==> src/rtl/seq_pattern_detector.sv <==
`default_nettype none
// ============================================================================
//  Module      : seq_pattern_detector
//  Description : Serial bit-pattern detector with a run-time loadable pattern,
//                registered match pulse and a saturating match counter.
//  Revision    : 1.0 - initial release
// ============================================================================
module seq_pattern_detector #(
  parameter int              PAT_W   = 4,
  parameter int              CNT_W   = 8,
  parameter int              OVERLAP = 1,
  parameter logic [PAT_W-1:0] RST_PAT = PAT_W'(4'b1011)
) (
  input  logic             clk,
  input  logic             rst_n,
  input  logic             cfg_load,
  input  logic [PAT_W-1:0] cfg_pattern,
  input  logic             data_valid,
  input  logic             data_in,
  input  logic             clr_count,
  output logic             done,
  output logic [CNT_W-1:0] match_count,
  output logic [PAT_W-1:0] pattern_q
);

  localparam int               c_FILL_W   = $clog2(PAT_W + 1);
  localparam logic [c_FILL_W-1:0] c_FILL_MAX = c_FILL_W'(PAT_W);
  localparam logic [c_FILL_W-1:0] c_FILL_RDY = c_FILL_W'(PAT_W - 1);
  localparam logic [CNT_W-1:0]    c_CNT_MAX  = {CNT_W{1'b1}};

  // Only the newest PAT_W-1 bits are ever compared, so the oldest is not kept.
  logic [PAT_W-2:0]    r_hist;
  logic [c_FILL_W-1:0] r_fill;
  logic [PAT_W-1:0]    r_pattern;
  logic [CNT_W-1:0]    r_count;
  logic                r_done;

  logic [PAT_W-1:0]    w_cand;
  logic                w_accept;
  logic                w_match;
  logic [c_FILL_W-1:0] w_fill_on_match;

  assign w_cand   = {r_hist, data_in};
  assign w_accept = data_valid & ~cfg_load;
  assign w_match  = w_accept & (r_fill >= c_FILL_RDY) & (w_cand == r_pattern);

  generate
    if (OVERLAP != 0) begin : g_overlap
      assign w_fill_on_match = c_FILL_MAX;
    end else begin : g_restart
      assign w_fill_on_match = '0;
    end
  endgenerate

  always_ff @(posedge clk) begin
    if (!rst_n) begin
      r_hist    <= '0;
      r_fill    <= '0;
      r_pattern <= RST_PAT;
      r_count   <= '0;
      r_done    <= 1'b0;
    end else begin
      r_done <= w_match;

      if (cfg_load) begin
        r_pattern <= cfg_pattern;
        r_hist    <= '0;
        r_fill    <= '0;
      end else if (data_valid) begin
        r_hist <= w_cand[PAT_W-2:0];
        if (w_match) begin
          r_fill <= w_fill_on_match;
        end else if (r_fill != c_FILL_MAX) begin
          r_fill <= r_fill + c_FILL_W'(1);
        end
      end

      // Clear takes priority over a coincident match.
      if (clr_count) begin
        r_count <= '0;
      end else if (w_match && (r_count != c_CNT_MAX)) begin
        r_count <= r_count + CNT_W'(1);
      end
    end
  end

  assign done        = r_done;
  assign match_count = r_count;
  assign pattern_q   = r_pattern;

endmodule
`default_nettype wire

==> config.mk <==
export PLATFORM = sky130hd
export DESIGN_NAME = seq_pattern_detector
export DESIGN_NICKNAME = d
export VERILOG_FILES = /design/src/rtl/seq_pattern_detector.sv
export SDC_FILE = /design/constraint.sdc
export NUM_CORES = 1
export LEC_CHECK = 0
export CAP_MARGIN = 10
export CORE_MARGIN = 2
export CORE_UTILIZATION = 40
export DETAILED_ROUTE_END_ITERATION = 6
export HOLD_SLACK_MARGIN = 0.05
export PLACE_DENSITY_LB_ADDON = 0.1
export SYNTH_ARGS = -nofsm -noshare
export SYNTH_HDL_FRONTEND = slang
export SYNTH_SLANG_ARGS = --single-unit
==> constraint.sdc <==
create_clock -name clk -period 2.25 [get_ports clk]
set_input_delay 0.45 -clock clk [delete_from_list [all_inputs] [get_ports clk]]
set_output_delay 0.45 -clock clk [all_outputs]
set_load 0.02 [all_outputs]
* After elaboration in Yosys (flattened, before gate mapping)
Cells that the tools add are included.
Widths: inputs -> output; s select.
** Storage, ports and cells
- Output and inout bits :: 13
- Logic and storage cells :: 23
- Bits in latches :: 0
- Input bits :: 10
- Bits in read-only memories :: 0
- Bits in registers :: 19
- Memories :: 0
- RAM bits :: 0
** Cells by class
- Eq/ne operators :: 3
- $lt $le $gt $ge :: 1
- Muxes and demuxes :: 2
- Add/sub/neg operators :: 2
- Divide/modulo/power cells :: 0
- Shift-type cells :: 0
- Reduce and logical (&&, ||, !) cells :: 5
- Bitwise logic cells :: 5
- $mul :: 0
** Operator list (number)
- $add 8x1->8 const B :: 1
- $ne 8x8->1 const B :: 1
- $mux 3 :: 2
- $eq 4x4->1 :: 1
- $reduce_or 2->1 :: 2
- $add 3x1->3 const B :: 1
- $and 1x1->1 :: 3
- $ge 3x2->1 const B :: 1
- $ne 3x3->1 const B :: 1
- $not 1->1 :: 2
- $reduce_and 2->1 :: 1
- $reduce_bool 2->1 :: 1
- $logic_and 1x1->1 :: 1

* Logic depth before layout (Yosys ltp)
- Depth after elaboration :: 6
- Mapped depth :: 7
- Mapped depth without buffers :: 6

* Least setup slack after synthesis
Ideal clock, no wire load.
- Path kind :: register to register
- Start :: register r_fill[0]
- End :: register r_count[1], in the netlist match_count[1]
- Slack :: 0.571 ns
- Clock period less this slack :: 1.679 ns
- Cell stages (with the launch flop) :: 8
- Setup time :: 0.116 ns
- Buffers on the path :: 1
- Data required time :: 2.134 ns
- Arrival :: 1.563 ns
- Path through :: dfxtp_1 ha_1 ha_1 a211oi_2 nor4_4 and2_1 buf_6 a41o_1
** On the way
- Longest elaborated chain between the ends :: 4
** Ends and longest elaborated chain
- from (decl) :: line 33 : logic [c_FILL_W-1:0] r_fill;
- from (signal assigned) :: line 72 : r_fill <= w_fill_on_match;
- from (signal assigned) :: line 74 : r_fill <= r_fill + c_FILL_W'(1);
- $ge 3x2->1 :: line 45 : assign w_match = w_accept & (r_fill >= c_FILL_RDY) & (w_cand == r_pattern);
- $and 1x1->1 (2 in series) :: line 45
- $logic_and 1x1->1 :: line 81 : end else if (w_match && (r_count != c_CNT_MAX)) begin
- to (signal assigned) :: line 82 : r_count <= r_count + CNT_W'(1);
- to (decl) :: line 35 : logic [CNT_W-1:0] r_count;
Every way passes these cells.
A chain may end at the register's enable or synchronous reset.

* Worst setup path after layout
- Start :: register r_count[7], in the netlist match_count[7]
- End :: output match_count[7]
** RTL lines
- to (decl) :: line 22 : output logic [CNT_W-1:0] match_count,
No word-level cell between the ends.

==> impl_metrics.py <==
metrics = {
    "run_status": {
        "status": "finished, final reports clean",
    },
    "sta": {
        "worst_slack_ns": 0.386,
        "setup-tns-final_ns": 0,
        "finalCritPeriodShare_pct": 82.9,
        "drv_slew": 0,
        "period_needed_ns": 1.86,
        "max_freq_ghz": 0.536,
        "rsz0062_at_grt": "false",
        "fin_skew_ns": 0.00588,
        "worstMarginPinSlew_ns": 0.389,
        "finalSetupViolCount": 0,
        "slew_headroom_pct": 73.7,
        "hold_viol": 0,
    },
    "clock_network": {
        "cts_tree": "done",
        "ctsResizeCount": 0,
        "clockBufferDepth": 2,
        "cts.sinks": 19,
        "postCtsHoldBufs": 0,
        "cts_post_setup_buffers_inserted": 0,
        "numCtsBuffers": 3,
        "h-tree-depth": 1,
        "clock_latency_ns": 0.30,
        "clk_pin_slew_worst_paths_ns": 0.11,
        "root_buffer": "clkbuf_4",
    },
    "floorplan": {
        "coreArea_um2": 2480,
        "die_w_um": 55.1,
        "die_height_um": 55.1,
        "io_pins": 23,
        "start_util_pct": 42.2,
        "dieArea_um2": 3040,
        "rows": 18,
    },
    "setup_path": {
        "crit_buf_inv": 1,
        "crit_type": "reg2out",
        "slowest_delay_ns": 0.65,
        "r2r_cells": 6,
        "r2r_start": "r_fill[0]",
        "crit_family": "buffers and inverters",
        "start_kind": "flip-flop",
        "cp.required_ns": 1.80,
        "slowest_stage": "clkdlybuf4s50_1",
        "crit_arrival_ns": 1.41,
        "end_kind": "output pin",
        "reg2reg_slack_ns": 0.40,
        "crit_chain": "clkdlybuf4s50_1",
        "cp.depth": 1,
        "cp_max_fo": 8,
        "cp-startpoint": "match_count[7]",
        "r2r_end": "match_count[1]",
    },
    "placed_design": {
        "hpwl_um": 1700,
        "gp_congestion": 0.725,
        "io_buffers": 22,
        "place_ws_ns": 0.160,
        "dpl.cell_count": 164,
    },
    "synth": {
        "ys_types": 33,
        "yosysTopAreaCellShare_pct": 36.4,
        "seq_area_frac_synth_pct": 36.4,
        "synth_fp_nets": 126,
        "yosysTopAreaCell": "dfxtp_1",
        "synth_area_leaders": "dfxtp_1 (36%), mux2i_1 (6.7%), a211oi_2 (4.8%)",
        "synth_area_um2": 1040,
        "ys_warn_count": 0,
        "syn-instance-count": 112,
        "syn-mean-instance-area_um2": 9.33,
        "ys_ff_latch": 19,
    },
    "drt": {
        "vias": 911,
        "first_pass_iters": 4,
        "drc_errors": 0,
        "totalWireLength_um": 2220,
        "viasPerCell": 5.42,
        "postRouteAntennaNets": 0,
        "wire_per_inst_um": 13.2,
        "drt_iter0_drc": 8,
    },
    "power": {
        "pwr-share-seq_pct": 58.6,
        "intPower_uw": 451,
        "switching_share_pct": 24.3,
        "p_clk_share_pct": 28.8,
        "p_per_area_nw_per_um2": 450,
        "p_sw_uw": 145,
        "pwr-share-comb_pct": 12.6,
        "ir_worst_vdd_mv": 0.396,
        "leakagePower_nw": 0.503,
    },
    "global_routing": {
        "grt_pass1_vias": 838,
        "grt_max_degree": 11,
        "grt_pass1_wl_um": 3720,
        "gr-usage-all-layers_pct": 17.3,
        "grt_antenna_before_repair": 0,
        "overflow": 0,
    },
    "hold_path": {
        "holdCritStartpoint": "r_hist[2]",
        "min_path_type": "reg2reg",
        "hold-path-cell-count": 2,
        "min_to": "r_hist[2]",
    },
    "final_layout": {
        "n_antenna_cell": 0,
        "drive_gt1_share_pct": 10.9,
        "nets": 153,
        "final_cell_count_no_fill": 168,
        "layout_common_cells": "clkdlybuf4s50_1 (22), dfxtp_1 (19), nor2_1 (12)",
        "syn_to_final_growth_pct": 26.7,
        "final_common_cell": "clkdlybuf4s50_1",
    },
    "run": {
        "drv_cap": 0,
    },
}
Yosys cell counts:
cell type	instances
buf_6	2
nor2_1	12
and2_1	1
nand2_1	8
a31o_1	2
buf_2	1
nand4_1	2
mux2i_1	7
nand2b_1	3
nand3_1	5
nor3_1	1
nor2b_1	3
a22o_1	1
nor4b_1	2
nor4_2	1
a211oi_2	4
buf_4	2
and3_1	1
a41oi_1	1
and4_1	2
a31oi_1	7
o21a_1	1
dfxtp_1	19
nor4_4	1
a211oi_1	1
nand2b_4	1
a311oi_1	1
a21oi_1	3
o21ai_0	2
xor2_1	4
inv_1	5
a41o_1	2
ha_1	4
per-layer routing:
| layer | up-vias | wire length [µm] | track usage, % |
|---|---|---|---|
| li1 | 464 | - | - |
| met2 | 22 | 1120 | 29.4 |
| met1 | 423 | 989 | 21.7 |
| met3 | 2 | 103 | 5.65 |
| met4 | 0 | 10 | 2.44 |
| met5 | - | 0 | 0 |
kinds of logic (layout without fill, tap and decap cells):
| kind of cell | count (synthesis) | count (layout) | share of synthesized area (%) |
|---|---|---|---|
| DFF | 19 | 19 | 36.4 |
| AOI/OAI and AO/OA | 25 | 25 | 18.9 |
| adders and majority gates | 4 | 4 | 4.79 |
| muxes | 7 | 7 | 6.71 |
| buffers and inverters | 10 | 36 | 5.87 |
| xor gates and xnor gates | 4 | 4 | 3.35 |
| and+or+nand+nor | 43 | 43 | 24.0 |
layout make-up:
cell class                      instances  area [µm²]
Clock buffer                            4        26.3
Sequential cell                        19         380
Tap cell                               30        37.5
Fill cell                             247        1150
Timing Repair Buffer                   27         258
Inverter                                5        18.8
Multi-Input combinational cell         83         603
worst max path at each step:
stage / to / slack (ns)
3_3_place_gp: match_count[1] / 0.21
3_5_place_dp: match_count[1] / 0.16
5_1_grt: match_count[1] / 0.19
6_report: match_count[7] / 0.39
4_1_cts: match_count[1] / 0.37
2_1_floorplan: match_count[1] / 0.57
registers in the layout, summed over array words and instances, names as in the netlist:
name         count
match_count      8
pattern_q        4
r_fill           3
r_hist           3
done             1
power by group through the flow:
stage	clock network (mW)	logic, mW	registers (mW)
after global routing	0.191	0.0833	0.351
after CTS	0.177	0.0760	0.349
after floorplan	0	0.0373	0.361
after detailed placement	0	0.0756	0.357
final	0.172	0.0752	0.349
after global placement	0	0.0743	0.357
per-stage QoR:
| stage | instance area [µm²] | power (mW) | util (%) | hold slack, ns |
|---|---|---|---|---|
| after CTS | 1320 | 0.603 | 53.4 | 0.547 |
| final | 1320 | 0.596 | 53.4 | 0.542 |
| after floorplan | 1040 | 0.398 | - | 0.480 |
| after global routing | 1320 | 0.625 | 53.4 | 0.580 |
| after detailed placement | 1300 | 0.433 | 52.4 | 0.527 |
| after global placement | 1300 | 0.431 | 52.4 | 0.506 |
worst min-delay path, stage by stage (launching register included):
cell     delay (ns)
dfxtp_1        0.36
mux2i_1        0.07
nor2_1         0.08
Power figures use the tool's default switching activity.
